### src/rtl/mem_line_engine_if.sv
// AXI-style memory port used by mem_line_engine: write address/data/response
// and read address/data channels. The engine is the master, memory the slave.
interface mem_line_engine_if #(
   parameter int WORD_W = 32
);
   logic              awvalid;
   logic              awready;
   logic [31:0]       awaddr;
   logic [7:0]        awlen;
   logic              wvalid;
   logic              wready;
   logic [WORD_W-1:0] wdata;
   logic              wlast;
   logic              bvalid;
   logic              bready;
   logic              arvalid;
   logic              arready;
   logic [31:0]       araddr;
   logic [7:0]        arlen;
   logic              rvalid;
   logic              rready;
   logic [WORD_W-1:0] rdata;

   modport master (
      output awvalid, awaddr, awlen, wvalid, wdata, wlast, bready,
             arvalid, araddr, arlen, rready,
      input  awready, wready, bvalid, arready, rvalid, rdata
   );

   modport slave (
      input  awvalid, awaddr, awlen, wvalid, wdata, wlast, bready,
             arvalid, araddr, arlen, rready,
      output awready, wready, bvalid, arready, rvalid, rdata
   );
endinterface

### src/rtl/mem_line_engine.sv
// mem_line_engine: moves one cache line between a cache controller and an
// AXI memory port. Writebacks go out as one INCR write burst, fills come in
// as one INCR read burst; one transaction is in flight at a time and
// writebacks win over fills when both are requested together.
module mem_line_engine #(
   parameter int WORD_W = 32,
   parameter int BEATS  = 16
) (
   input  logic                    clk,
   input  logic                    rst,
   input  logic                    valid_wb,
   output logic                    ready_wb,
   input  logic                    ready_ld,
   output logic                    valid_ld,
   input  logic [31:0]             addr,
   input  logic [WORD_W*BEATS-1:0] wb_line,
   output logic [WORD_W*BEATS-1:0] ld_line,
   mem_line_engine_if.master       axi
);

   localparam int               LINE_W    = WORD_W * BEATS;
   localparam int               CNT_W     = (BEATS > 1) ? $clog2(BEATS) : 1;
   localparam logic [CNT_W-1:0] LAST      = CNT_W'(BEATS - 1);
   // Bursts always start on a line boundary: drop the byte offset within a line.
   localparam logic [31:0]      ADDR_MASK = ~(32'(LINE_W / 8) - 32'd1);

   typedef enum logic [2:0] {
      IDLE, AW, W, B, WACK, AR, R, RACK
   } state_t;

   state_t            state_q;
   logic [CNT_W-1:0]  cnt_q;
   logic [31:0]       addr_q;
   logic [LINE_W-1:0] line_q;
   logic [LINE_W-1:0] ld_line_q;
   logic              awvalid_q;
   logic              wvalid_q;
   logic              wlast_q;
   logic              bready_q;
   logic              arvalid_q;
   logic              rready_q;
   logic              ready_wb_q;
   logic              valid_ld_q;

   // Transaction sequencer: every output flag is set on the edge that enters
   // the state owning it, so outputs never depend combinationally on inputs.
   always_ff @(posedge clk or posedge rst) begin
      if (rst) begin
         state_q    <= IDLE;
         cnt_q      <= '0;
         addr_q     <= '0;
         // NOTE: the wide line registers are reset too, so nothing left over
         // from an aborted transaction can be observed after rst.
         line_q     <= '0;
         ld_line_q  <= '0;
         awvalid_q  <= 1'b0;
         wvalid_q   <= 1'b0;
         wlast_q    <= 1'b0;
         bready_q   <= 1'b0;
         arvalid_q  <= 1'b0;
         rready_q   <= 1'b0;
         ready_wb_q <= 1'b0;
         valid_ld_q <= 1'b0;
      end else begin
         // NOTE: non-blocking assignments throughout, so every branch below
         // reads the pre-edge values and the two default pulses can be
         // overridden later in the same block.
         ready_wb_q <= 1'b0;
         valid_ld_q <= 1'b0;
         case (state_q)
            IDLE: begin
               if (valid_wb) begin
                  addr_q    <= addr & ADDR_MASK;
                  line_q    <= wb_line;
                  awvalid_q <= 1'b1;
                  state_q   <= AW;
               end else if (ready_ld) begin
                  addr_q    <= addr & ADDR_MASK;
                  arvalid_q <= 1'b1;
                  state_q   <= AR;
               end
            end
            AW: begin
               if (axi.awready) begin
                  awvalid_q <= 1'b0;
                  wvalid_q  <= 1'b1;
                  wlast_q   <= (LAST == '0);
                  cnt_q     <= '0;
                  state_q   <= W;
               end
            end
            W: begin
               if (axi.wready) begin
                  cnt_q <= cnt_q + 1'b1;
                  if (cnt_q == LAST) begin
                     wvalid_q <= 1'b0;
                     wlast_q  <= 1'b0;
                     bready_q <= 1'b1;
                     state_q  <= B;
                  end else begin
                     wlast_q <= ((cnt_q + 1'b1) == LAST);
                  end
               end
            end
            B: begin
               if (axi.bvalid) begin
                  bready_q   <= 1'b0;
                  ready_wb_q <= 1'b1;
                  state_q    <= WACK;
               end
            end
            WACK: state_q <= IDLE;
            AR: begin
               if (axi.arready) begin
                  arvalid_q <= 1'b0;
                  rready_q  <= 1'b1;
                  cnt_q     <= '0;
                  state_q   <= R;
               end
            end
            R: begin
               if (axi.rvalid) begin
                  ld_line_q[cnt_q*WORD_W +: WORD_W] <= axi.rdata;
                  cnt_q <= cnt_q + 1'b1;
                  if (cnt_q == LAST) begin
                     rready_q   <= 1'b0;
                     valid_ld_q <= 1'b1;
                     state_q    <= RACK;
                  end
               end
            end
            RACK:    state_q <= IDLE;
            default: state_q <= IDLE;
         endcase
      end
   end

   assign ready_wb    = ready_wb_q;
   assign valid_ld    = valid_ld_q;
   assign ld_line     = ld_line_q;

   assign axi.awvalid = awvalid_q;
   assign axi.awaddr  = addr_q;
   assign axi.awlen   = 8'(BEATS - 1);
   assign axi.wvalid  = wvalid_q;
   // Beat data is a register select by the beat counter; it holds while
   // wready is low because cnt_q only moves on a handshake.
   assign axi.wdata   = line_q[cnt_q*WORD_W +: WORD_W];
   assign axi.wlast   = wlast_q;
   assign axi.bready  = bready_q;
   assign axi.arvalid = arvalid_q;
   assign axi.araddr  = addr_q;
   assign axi.arlen   = 8'(BEATS - 1);
   assign axi.rready  = rready_q;

endmodule

### src/flat_wrapper.sv
// flat-port wrapper written by rule: the top's interface ports become plain ports
module mem_line_engine_flat 
#(
   parameter int WORD_W = 32,
   parameter int BEATS  = 16
)
  (clk, rst, valid_wb, ready_wb, ready_ld, valid_ld, addr, wb_line, ld_line, axi_awvalid, axi_awaddr, axi_awlen, axi_wvalid, axi_wdata, axi_wlast, axi_bready, axi_arvalid, axi_araddr, axi_arlen, axi_rready, axi_awready, axi_wready, axi_bvalid, axi_arready, axi_rvalid, axi_rdata);
  mem_line_engine_if #(.WORD_W(WORD_W)) axi_i ();
  input  logic clk;
  input  logic rst;
  input  logic valid_wb;
  output logic ready_wb;
  input  logic ready_ld;
  output logic valid_ld;
  input  logic [31:0] addr;
  input  logic [WORD_W*BEATS-1:0] wb_line;
  output logic [WORD_W*BEATS-1:0] ld_line;
  output wire logic [$bits(axi_i.awvalid)-1:0] axi_awvalid;
  output wire logic [$bits(axi_i.awaddr)-1:0] axi_awaddr;
  output wire logic [$bits(axi_i.awlen)-1:0] axi_awlen;
  output wire logic [$bits(axi_i.wvalid)-1:0] axi_wvalid;
  output wire logic [$bits(axi_i.wdata)-1:0] axi_wdata;
  output wire logic [$bits(axi_i.wlast)-1:0] axi_wlast;
  output wire logic [$bits(axi_i.bready)-1:0] axi_bready;
  output wire logic [$bits(axi_i.arvalid)-1:0] axi_arvalid;
  output wire logic [$bits(axi_i.araddr)-1:0] axi_araddr;
  output wire logic [$bits(axi_i.arlen)-1:0] axi_arlen;
  output wire logic [$bits(axi_i.rready)-1:0] axi_rready;
  input wire logic [$bits(axi_i.awready)-1:0] axi_awready;
  input wire logic [$bits(axi_i.wready)-1:0] axi_wready;
  input wire logic [$bits(axi_i.bvalid)-1:0] axi_bvalid;
  input wire logic [$bits(axi_i.arready)-1:0] axi_arready;
  input wire logic [$bits(axi_i.rvalid)-1:0] axi_rvalid;
  input wire logic [$bits(axi_i.rdata)-1:0] axi_rdata;
  assign axi_awvalid = axi_i.awvalid;
  assign axi_awaddr = axi_i.awaddr;
  assign axi_awlen = axi_i.awlen;
  assign axi_wvalid = axi_i.wvalid;
  assign axi_wdata = axi_i.wdata;
  assign axi_wlast = axi_i.wlast;
  assign axi_bready = axi_i.bready;
  assign axi_arvalid = axi_i.arvalid;
  assign axi_araddr = axi_i.araddr;
  assign axi_arlen = axi_i.arlen;
  assign axi_rready = axi_i.rready;
  assign axi_i.awready = axi_awready;
  assign axi_i.wready = axi_wready;
  assign axi_i.bvalid = axi_bvalid;
  assign axi_i.arready = axi_arready;
  assign axi_i.rvalid = axi_rvalid;
  assign axi_i.rdata = axi_rdata;
  mem_line_engine #(.WORD_W(WORD_W), .BEATS(BEATS)) u_core (.clk(clk), .rst(rst), .valid_wb(valid_wb), .ready_wb(ready_wb), .ready_ld(ready_ld), .valid_ld(valid_ld), .addr(addr), .wb_line(wb_line), .ld_line(ld_line), .axi(axi_i));
endmodule
### config.mk
export PLATFORM = sky130hd
export DESIGN_NAME = mem_line_engine_flat
export DESIGN_NICKNAME = d
export VERILOG_FILES = /design/src/rtl/mem_line_engine_if.sv /design/src/rtl/mem_line_engine.sv /design/src/flat_wrapper.sv
export SDC_FILE = /design/constraint.sdc
export NUM_CORES = 2
export LEC_CHECK = 0
export CORE_AREA = 2 2 470 472
export DETAILED_ROUTE_END_ITERATION = 7
export DIE_AREA = 0 0 472 474
export MAX_ROUTING_LAYER = met4
export PLACE_DENSITY = 0.38
export SLEW_MARGIN = 15
export SYNTH_ARGS = -nofsm -noshare
export SYNTH_HDL_FRONTEND = slang
export SYNTH_SLANG_ARGS = --single-unit
### constraint.sdc
create_clock -name clk -period 95.2 [get_ports clk]
set_input_delay 23.8 -clock clk [delete_from_list [all_inputs] [get_ports clk]]
set_output_delay 23.8 -clock clk [all_outputs]
set_load 0.01 [all_outputs]
Word-level counts from Yosys, hierarchy flattened. Index checks and enable logic that the tools add are counted.

$add $sub $neg: 2. Equal/unequal tests: 20. Shifts and indexed selects: 3. Muxes and demuxes: 44. Reduce and logical (&&, ||, !) cells: 20.

Operators by type and width (count): 512-bit bitwise mux (1); 32-bit by 34-bit variable shift with 512-bit output (first input constant) (1); 32-bit by 34-bit variable part select with 512-bit output (1); 512-bit by 10-bit variable part select with 32-bit output (1); 32-bit 2-to-1 mux (2); 9-bit negation with 34-bit output (1); 3-bit 2-to-1 mux (9); 3-bit one-hot mux with 7 select lines (1); 1-bit 2-to-1 mux (20); 4-bit 2-to-1 mux (4); 2-bit != test (second input constant) (8); 4-bit one-hot mux with 4 select lines (1); 4-bit AND reduction (4); 3-bit equality test (second input constant) (4); 1-bit one-hot mux with 2 select lines (6); 2-bit nonzero test (6); 4-bit equality test (second input constant) (2); 8-bit AND reduction (1); 3-bit by 2-bit equality test with 1-bit output (second input constant) (2); 2-bit AND reduction (3); 3-bit AND reduction (2); 5-bit AND reduction (1); 4-bit by 1-bit adder with 4-bit output (second input constant) (1); 2-bit by 1-bit != test with 1-bit output (second input constant) (2); other kinds (5) (5).

Register bits after elaboration: 1071.

Logic depth before layout (Yosys ltp).
Depth after elaboration: 5. Depth in mapped cells: 11.

Worst setup path before layout. Ideal clock, no wire load.

Path type: register to output. Start point: reg u_core.cnt_q[1]. End point: out axi_wdata[10]. Path slack: 69.619 ns. Buffers on the path: 3. Data required time: 71.400 ns. Stages on the path, launching flop included: 7. Data arrival time: 1.781 ns. Cell sequence: dfrtp_1 buf_2 buf_2 buf_2 mux4_2 a22oi_1 nand2_1.

Word-level cells in the longest chain between the ends: 1.

Ends and longest elaborated chain: from (decl) (RTL line mem_line_engine.sv:32) `logic [CNT_W-1:0] cnt_q;`; from (signal assigned) (RTL line mem_line_engine.sv:94) `cnt_q <= cnt_q + 1'b1;`; from (signal assigned) (RTL line mem_line_engine.sv:124) `cnt_q <= cnt_q + 1'b1;`; 512-bit by 10-bit variable part select with 32-bit output (RTL line mem_line_engine.sv:148) `assign axi.wdata = line_q[cnt_q*WORD_W +: WORD_W];`; to (decl) (RTL line flat_wrapper.sv:22) `output wire logic [$bits(axi_i.wdata)-1:0] axi_wdata;`.

No other way between the ends.

Worst setup path in the final report. Same ends and word-level chain as after synthesis.

==> out/results.txt <==
status - complete, no violations
Die W - 472 µm
# rows - 172
top post-synthesis cells by count - 1065 x dfrtp_1, 733 x mux2_2, 221 x nand2_1, 155 x mux2_1, 128 x mux4_2
critical path's slowest cell - dfrtp_4
largest net degree at the start of global routing - 156
combinational family with the most area after synthesis - multiplexers
gr busiest metal - met2
Post-layout nets - 4705
peak supply drop - 0.01706 mV
Chip Height - 474 µm
Yosys reg bits - 1065
H-tree Lvls - 4
Critical Path Sink Type - output port
Peak Freq - 34.39 MHz
Fin Setup TNS - 0 ns
Logic pwr share - 36.4%
TritonCTS clock tree - yes
Clock Power Share - 27.0%
total grt overflow - 0
post-cts resize count - 0
Worst slew margin - 22.71%
Avg Vias per Cell - 4.109
first-pass GRT wire length - 270.2 mm
CP peak stage delay - 0.86 ns
# DRC - 0
Hold Vio Cnt, Final - 0
die area - 223700 µm²
I/O Buffers - 1182
CP required - 71.40 ns
Clock Sinks - 1065
Critical Path AT - 5.28 ns
xor/xnor cell area share of the yosys netlist - 0.1007%
Internal - 1.310 mW
ys async rst share - 100.0%
Synth Area in Compound Gates - 2.268%
min Tclk post-route - 29.08 ns
post-route cell area - 64370 µm²
Synth top area share - 59.56%
RSZ-0062 raised after global routing - false
Total GRT Usage - 17.89%
crit path cell chain - buf_12, buf_4, mux4_2, a22oi_1, nand2_1, clkdlybuf4s50_1
Yosys cell types - 55
Max-Cap Viols - 0
Clock Latency Late Sink - 0.77 ns
share of post-route cells with drive strength above 1 - 28.25%
# setup viols final - 0
Setup Fix Bufs, Post-CTS - 0
startpoint types - register
yosys warns - 0
TritonRoute pass-1 iters - 5
IO Count - 1217
Initial DRC Count - 1274
initial antenna violation count - 124
Layout fillers - 22249
routed wire length per instance - 27.47 µm
mux contribution to synthesized area - 31.12%
post-DP HPWL - 145.5 mm
worst-path maximum fanout - 53
antenna-violating nets left - 0
Seq pwr share - 36.6%
Core Area - 218700 µm²
vias post-DR - 29584
Post-synth EDFFs - 0
RePlAce Congestion - 0.7857
met1 GRT Util - 19.23%
LEAKAGE - 27.52 nW
Mapped Area - 44740 µm²
WL final - 197.8 mm
clk root buf - clkbuf_16
actual slew at the worst max-slew pin - 1.156 ns
Synth Area in Adders - 0.1119%
P&R area growth vs syn - 43.87%
Seq/Total Area, Yosys - 59.56%
largest area contributor in the netlist - dfrtp_1
WS Path Type - reg2out
fin crit share - 30.54%
NetSw - 0.6518 mW
switch share - 33.22%
number of global-route vias before repair - 31530
post-cts hold buffer count - 0
Tightest Hold Check Type - reg2reg
CTS buffer count - 140
max-slew violation count - 0
top_reg_cell synth - dfrtp_1
synth top area cells - dfrtp_1 60%, mux2_2 18%, mux4_2 6.4%, mux2_1 3.9%, nand2_1 1.9%
P per Cell Area - 30.48 nW/µm²
Area after DPL - 59560 µm²
top-count cell post-synth - dfrtp_1
met3 global-route usage - 8.016%
clk_skew - 0.02149 ns
average size of a mapped cell - 15.10 µm²
Post-Synth Simple-Gate Area - 3.179%
Starting Density - 20.46%
Post-Synthesis Cells - 2964
clock slew at reported path FFs - 0.05 ns
Max clock buf depth - 3
GR Layer Usage met2 - 29.51%
kinds of logic after synthesis:
group | Yosys count
compound gates | 165
xor+xnor | 3
fa+ha+maj | 4
buf+inv | 329
flops | 1065
mux | 1105
other cells | 2
simple gates | 291
layout by cell type (no fill, tap or decap), types with 4 or more instances in the layout:
cell type        instances
clkdlybuf4s50_1       1182
dfrtp_1               1063
mux2_2                 733
nand2_1                221
mux2_1                 155
clkbuf_16              146
mux4_2                 128
diode_2                116
o21ai_0                 84
a22oi_1                 66
inv_1                   63
buf_4                   63
mux2i_1                 59
clkbuf_1                44
mux2_4                  30
conb_1                  28
clkbuf_8                27
nor2_1                   9
nand3_4                  8
nor2b_1                  7
clkinv_2                 7
nand4_1                  6
a21oi_1                  6
nor2_4                   4
ha_1                     4
bufinv_16                4
power groups by stage:
stage	clock, mW	combinational, mW	sequential [mW]
CTS	0.550	0.740	0.724
global placement	0	0.733	0.727
finish	0.529	0.715	0.718
global route	0.568	0.768	0.740
detailed placement	0	0.737	0.731
floorplan	0	0.407	0.696
registers in the layout, summed over array words and instances (netlist names), 3 cells and up:
register / cells
u_core.state_q: 3
u_core.axi.araddr: 26
u_core.ld_line: 512
u_core.cnt_q: 4
u_core.line_q: 512
final timing paths:
path / startpoint / to / slack (ns) / cells past startpoint
worst max-delay path: u_core.cnt_q[1] / axi_wdata[10] / 66.12 / 6
worst min-delay path: u_core.ld_line[29] / u_core.ld_line[29] / 0.48 / 2
worst max register to register: u_core.state_q[2] / u_core.line_q[24] / 89.52 / 7
worst min register to register: u_core.ld_line[29] / u_core.ld_line[29] / 0.48 / 2
max in group asynchronous: rst / u_core.ld_line[118] / 67.11 / 7
min in group asynchronous: rst / u_core.axi.araddr[9] / 23.51 / 2
layer usage:
layer | share of wire [%] | up-vias | wire [µm]
met5 | 0 | - | 0
met2 | 49 | 1008 | 96930
li1 | - | 13032 | -
met4 | 3.0 | 0 | 5947
met3 | 9.8 | 238 | 19330
met1 | 38 | 15306 | 75540
cell type report:
class | count | area (µm²) | area share (%)
flip-flops and latches | 1065 | 26660 | 41.41
clock inverters | 21 | 331.6 | 0.5151
clock buffers | 217 | 4190 | 6.509
inverters | 65 | 251.5 | 0.3907
multi-input cells | 1596 | 16690 | 25.93
diodes | 116 | 290.3 | 0.4509
repair buffers | 1248 | 12360 | 19.21
well taps | 2871 | 3592 | 5.580
metrics by stage:
stage	instances	total power, mW	utilization (%)	setup WS [ns]	hold WS [ns]
floorplan	2990	1.102	-	41.42	0.4752
global placement	6845	1.461	27.24	65.76	0.4624
detailed placement	6845	1.468	27.24	65.81	0.4706
CTS	7083	2.013	29.31	65.78	0.4823
global route	7194	2.077	29.43	65.78	0.4969
finish	7199	1.962	29.44	66.12	0.4771
critical path, delay by kind of cell, from the launching register on:
| kind | cells | cell delay (ns) |
|---|---|---|
| DFF | 1 | 0.86 |
| buffers and inverters | 3 | 1.75 |
| and+or+nand+nor | 1 | 0.30 |
| AOI/OAI and AO/OA | 1 | 0.81 |
| muxes | 1 | 0.60 |
No activity file was read; power rests on OpenSTA's default activity.
